<file path="src/rtl/led_game_driver.sv">
// Stateful wrapper around the LED game's combinational Status block: button
// conditioning, step timing, the status register, the LED pattern and the win score.
module led_game_driver #(
    parameter int TICK_DIV = 50,
    parameter int DEBOUNCE = 4
) (
    input  logic       clock,
    input  logic       reset,
    input  logic [6:0] buttons,
    input  logic [3:0] next_status,
    output logic [6:0] inputs,
    output logic [3:0] current,
    output logic       step,
    output logic [7:0] leds,
    output logic [7:0] score,
    output logic       error
);

    localparam int DB_W   = $clog2(DEBOUNCE + 1);
    localparam int TICK_W = $clog2(TICK_DIV);
    localparam logic [DB_W-1:0]   DB_LAST   = DB_W'(DEBOUNCE - 1);
    localparam logic [TICK_W-1:0] TICK_LAST = TICK_W'(TICK_DIV - 1);

    logic [6:0]        sync1;
    logic [6:0]        sync2;
    logic [6:0]        level;
    logic [6:0]        flips;
    logic [DB_W-1:0]   db_cnt [7];
    logic [TICK_W-1:0] tick;
    logic              fire;
    logic              legal;
    logic [3:0]        new_cur;
    logic [7:0]        new_leds;

    // A bit flips on the DEBOUNCE-th consecutive sample that disagrees with its level.
    always_comb begin
        flips = '0;
        for (int i = 0; i < 7; i++) begin
            flips[i] = (sync2[i] != level[i]) && (db_cnt[i] == DB_LAST);
        end
    end

    always_ff @(posedge clock) begin
        if (reset) begin
            sync1  <= '0;
            sync2  <= '0;
            level  <= '0;
            inputs <= '0;
            for (int i = 0; i < 7; i++) begin
                db_cnt[i] <= '0;
            end
        end else begin
            sync1  <= buttons;
            sync2  <= sync1;
            level  <= level ^ flips;
            inputs <= flips & ~level;
            for (int i = 0; i < 7; i++) begin
                if ((sync2[i] == level[i]) || flips[i]) begin
                    db_cnt[i] <= '0;
                end else begin
                    db_cnt[i] <= db_cnt[i] + DB_W'(1);
                end
            end
        end
    end

    // NOTE: every signal assigned here gets a default first, so no latch can be inferred.
    always_comb begin
        fire     = (tick == TICK_LAST) || (|inputs);
        legal    = (next_status <= 4'd9);
        new_cur  = legal ? next_status : 4'd0;
        new_leds = 8'h01;
        if (new_cur == 4'd9) begin
            new_leds = (current == 4'd9) ? ~leds : 8'hFF;
        end else if (new_cur == 4'd8) begin
            new_leds = 8'hFF;
        end else begin
            new_leds = 8'h01 << new_cur[2:0];
        end
    end

    always_ff @(posedge clock) begin
        if (reset) begin
            tick    <= '0;
            current <= 4'd0;
            leds    <= 8'h01;
            score   <= 8'd0;
            step    <= 1'b0;
            error   <= 1'b0;
        end else begin
            step <= fire;
            if (fire) begin
                tick    <= '0;
                current <= new_cur;
                leds    <= new_leds;
                if (!legal) begin
                    error <= 1'b1;
                end
                // Only an entry into 9 is a win; staying at 9 is not.
                if ((new_cur == 4'd9) && (current != 4'd9) && (score != 8'hFF)) begin
                    score <= score + 8'd1;
                end
            end else begin
                tick <= tick + TICK_W'(1);
            end
        end
    end

endmodule

</file>
<file path="config.mk">
export PLATFORM = sky130hd
export DESIGN_NAME = led_game_driver
export DESIGN_NICKNAME = d
export VERILOG_FILES = /design/src/rtl/led_game_driver.sv
export SDC_FILE = /design/constraint.sdc
export NUM_CORES = 1
export LEC_CHECK = 0
export CORE_MARGIN = 8
export CORE_UTILIZATION = 50
export DETAILED_ROUTE_END_ITERATION = 7
export GPL_ROUTABILITY_DRIVEN = 0
export GPL_TIMING_DRIVEN = 1
export HOLD_SLACK_MARGIN = 0.15
export PLACE_DENSITY = 0.84
export SKIP_CTS_REPAIR_TIMING = 1
export SYNTH_ARGS = -nofsm -noshare
export SYNTH_HDL_FRONTEND = slang
export SYNTH_SLANG_ARGS = --single-unit
</file>
<file path="constraint.sdc">
create_clock -name clock -period 4.5 [get_ports clock]
set_input_delay 0.9 -clock clock [delete_from_list [all_inputs] [get_ports clock]]
set_output_delay 0.9 -clock clock [all_outputs]
set_load 0.01 [all_outputs]
</file>
* After elaboration in Yosys (flattened, before gate mapping)
Memories as Yosys holds them, arrays and structs flattened. Cells that the tools add are included.
Operators by class: add/subtract/negate cells 9, $lt $le $gt $ge 1, eq/ne operators 27, shifts and indexed selects 1, multiplexer cells 62, bitwise logic cells 19, reduce and logical (&&, ||, !) cells 21
Operators by type and width (count):
- $mux 1 | 44
- $mux 3 | 14
- $mux 8 | 3
- $add 3x1->3 const B | 7
- $eq 3x2->1 const B | 7
- $or 1x1->1 | 14
- $eq 4x4->1 const B | 3
- $logic_and 1x1->1 | 9
- $add 8x1->8 const B | 1
- $logic_or 1x1->1 | 8
- $ne 8x8->1 const B | 1
- $not 8->8 | 1
- $shl 1x3->8 const A | 1
- $and 7x7->7 | 1
- $eq 1x1->1 | 7
- $ne 1x1->1 | 7
- $not 7->7 | 1
- $reduce_or 7->1 | 1
- $xor 7x7->7 | 1
- $add 6x1->6 const B | 1
- $eq 6x6->1 const B | 1
- $le 4x4->1 const B | 1
- $mux 4 | 1
- $ne 4x4->1 const B | 1
- other kinds (3) | 4
Storage, ports and cells: register bits after elaboration 56, RAM bits 21, input port bits 13, output and inout port bits 29, logic and storage cells 151, memories 1
Memories:
- db_cnt | words 7, width 3, rd ports 7, clocked after Yosys merged registers in 0, wr ports 7, RTL line 28 | logic [DB_W-1:0] db_cnt [7];

* Longest topological paths before layout
depth in word-level cells 8, depth in mapped cells 8, gate-level depth less buffers 6

* Worst setup path after synthesis
OpenSTA, ideal clock, no wires.
path type input-to-reg, from input port next_status[2], to register score[5], setup time 123 ps, arrival 1998 ps, data required time 4377 ps, path slack 2378 ps, stages 5, path buffers 1, cell sequence nor3b_4 -> o2111ai_2 -> buf_6 -> nor4_4 -> mux2_1
On the way: longest elaborated chain between the ends 6
Ends and longest elaborated chain:
- start: declaration | RTL line 10 | input logic [3:0] next_status,
- $le 4x4->1 | RTL line 70 | legal = (next_status <= 4'd9);
- $mux 4 (*) | RTL line 71 | new_cur = legal ? next_status : 4'd0;
- $eq 4x4->1 (*) | RTL line 100 | if ((new_cur == 4'd9) && (current != 4'd9) && (score != 8'hFF)) begin
- $logic_and 1x1->1 (*) (2 in a row) | RTL line 100
- $reduce_and 2->1 (no source line) (*)
- end signal: assignment | RTL line 101 | score <= score + 8'd1;
- end: declaration | RTL line 15 | output logic [7:0] score,
Every way passes the cells marked *; elsewhere a longest branch is shown, timed or not. A chain may end at the register's enable or synchronous reset.

* Worst setup path in the final report
from input port next_status[3], to register score[3]
The elaborated chain is that of the path after synthesis.

==> results_dict.tcl <==
set metrics [dict create \
    drive_gt1_frac 0.0674 \
    cts-htree-levels 3 \
    pre_cts_ws_ns 1.34 \
    final_cells 448 \
    die_y_um 97.1 \
    holdCritStartpoint "sync1[5]$_SDFF_PP0_" \
    antenna_left 0 \
    netlist-cell-type-count 50 \
    cts_buffer_depth 2 \
    drc 0 \
    cellLeakagePower_nw 1.54 \
    place_inst 432 \
    clock_latency_ns 0.33 \
    hold_depth 1 \
    setup_viol 0 \
    ys_seq_area_frac 0.533 \
    slew_violations 0 \
    synth_flop_cell "dfxtp_1" \
    synth_top_area_share 0.341 \
    viasPerCell 5.27 \
    grt_max_degree 40 \
    synth-async-reset-ratio 0 \
    wire_per_inst_um 13.4 \
    grt_overflow 0 \
    cts_made_buffers 9 \
    die_w_um 97.1 \
    hold_class "reg -> reg" \
    synth_edf_count 21 \
    final-hold-violation-count 0 \
    firstDrtPassIters 4 \
    fin_nets 396 \
    clock-root-buffer "clkbuf_8" \
    grt_setup_unrepaired "false" \
    drv_cap 0 \
    fin_skew_ns 0.00927 \
    synth_largest_area_cell "dfxtp_1" \
    clock-sinks 77 \
    min_period_ns 2.87 \
    antenna_found_initial 0 \
    postLayoutCellArea_sq_um 4030 \
    max_freq_mhz 348 \
    syn_inst 307 \
    ys_warn_count 0 \
    rows 29 \
    layout_common_cells "56 x dfxtp_1, 40 x clkdlybuf4s50_1, 37 x nor2_1" \
    start_kind "input pin" \
    ys_ff_latch 77 \
    whs_ns 0.439 \
    vias 2361 \
    area_growth_pct 22.6 \
    worst_pin_slew_ns 1.20 \
    core_area_sq_um 6350 \
    initial_core_util 0.518 \
    setup-tns-final_ns 0 \
    io_pins 42 \
    cts.clk_slew.worst_paths_ns 0.08 \
    antenna_cells 0 \
    status "finished, final reports clean" \
    finalWorstSetupSlack_ns 1.63 \
    ir_drop_v 0.000307 \
    io_buffers 41 \
    min_period_over_period 0.638 \
    grt_pass1_wl_um 10400 \
    min_to "sync2[5]$_SDFF_PP0_" \
    crit_required_ns 4.75 \
    hpwl_um 4160 \
    dieArea_sq_um 9430 \
    cp-end-kind "flop" \
    placed_area_sq_um 3810 \
    grt_pass1_vias 2384 \
    synth.area.top_cells "dfxtp_1 34%, edfxtp_1 19%, ha_1 6.5%" \
    grtUsageTotal 0.129 \
    relSlewSlack 0.186 \
    avgSynthCellArea_sq_um 10.7 \
    totalWireLength_um 6020 \
    cts_tree "built" \
    rr_worst_depth 4 \
    r2r-end "leds[7]$_SDFFE_PP0P_" \
    p_total_mw 1.40 \
    nFillCells 497 \
    criticalPathCategory "in -> reg" \
    arrival_ns 3.12 \
    fin_util 0.635 \
    r2r_setup_slack_ns 2.42 \
    r2r_start "current[3]$_SDFFE_PP0P_" \
    cp_max_fo 14 \
    p_per_area_nw_per_um2 346 \
    netlist_area_sq_um 3290 \
    final_common_cell "dfxtp_1" \
    drt_iter0_markers 95 \
]
## synthesized netlist by cell type, types with 2 or more instances
| cell type | instances |
|---|---|
| xor2_1 | 2 |
| or4_1 | 3 |
| o21ai_1 | 4 |
| or3_1 | 10 |
| xnor2_1 | 9 |
| a21oi_1 | 12 |
| nor4bb_1 | 8 |
| inv_1 | 18 |
| nand3b_1 | 4 |
| dfxtp_1 | 56 |
| nor2b_1 | 18 |
| nand2_1 | 11 |
| a22oi_1 | 2 |
| nand4_1 | 2 |
| buf_4 | 2 |
| a31oi_1 | 5 |
| ha_1 | 17 |
| o21ai_0 | 2 |
| o31ai_1 | 3 |
| nor3_1 | 7 |
| nor4_2 | 2 |
| mux2i_1 | 7 |
| mux2_1 | 2 |
| clkbuf_1 | 10 |
| nor2_1 | 37 |
| edfxtp_1 | 21 |
| nand3_1 | 10 |
## how the worst max path moves through the flow
stage | start | endpoint | slack [ns] | cells after the start
2_1_floorplan | next_status[2] | score[5]$_SDFFE_PP0P_ | 2.38 | 5
3_3_place_gp | next_status[3] | score[7]$_SDFFE_PP0P_ | 1.46 | 5
3_5_place_dp | next_status[3] | score[3]$_SDFFE_PP0P_ | 1.34 | 5
4_1_cts | next_status[3] | score[3]$_SDFFE_PP0P_ | 1.68 | 5
5_1_grt | next_status[3] | score[3]$_SDFFE_PP0P_ | 1.49 | 5
6_report | next_status[3] | score[3]$_SDFFE_PP0P_ | 1.63 | 5
## registers in the layout, indices dropped and copies added (netlist names), named ones only
signal and count:
current 4, db_cnt 21, error 1, inputs 7, leds 8, score 8, step 1, sync1 7
sync2 7, tick 6
## logic make-up (layout without fill, tap and decap cells)
family / Yosys count / after routing / synth area share
AND/OR/NAND/NOR: 120 / 120 / 0.218
flip-flops: 77 / 77 / 0.533
AO/OA/AOI/OAI: 40 / 40 / 0.0852
buffers and inverters: 32 / 76 / 0.0411
adder cells (fa/ha/maj): 17 / 17 / 0.0647
XOR/XNOR: 11 / 11 / 0.0293
multiplexers: 9 / 9 / 0.0281
other: 1 / 21 / 0.00114
## routing by layer
metal,share of wire,GRT usage
met1,0.45,0.146
met2,0.47,0.216
met3,0.064,0.0405
met4,0.014,0.0639
met5,0,0
## power breakdown
part | switching, mW | internal, mW | total, mW
sequential | 0.0102 | 0.730 | 0.740
clock | 0.237 | 0.341 | 0.578
combinational | 0.0430 | 0.0354 | 0.0784
total | 0.290 | 1.11 | 1.40
## critical path: stages
cell and delay (ns):
clkdlybuf4s50_1 0.68, nor3b_4 0.32, o2111ai_2 0.41, or4_1 0.61, a21oi_1 0.20
## layout make-up
class / instances / area [sq um] / area share
Clock inverter: 4 / 71.3 / 0.0177
Multi-Input combinational cell: 218 / 1480 / 0.366
Inverter: 18 / 67.6 / 0.0168
Timing Repair Buffer: 42 / 413 / 0.102
Clock buffer: 12 / 155 / 0.0385
Tap cell: 77 / 96.3 / 0.0239
Sequential cell: 77 / 1750 / 0.434
Power figures use the tool's default switching activity.
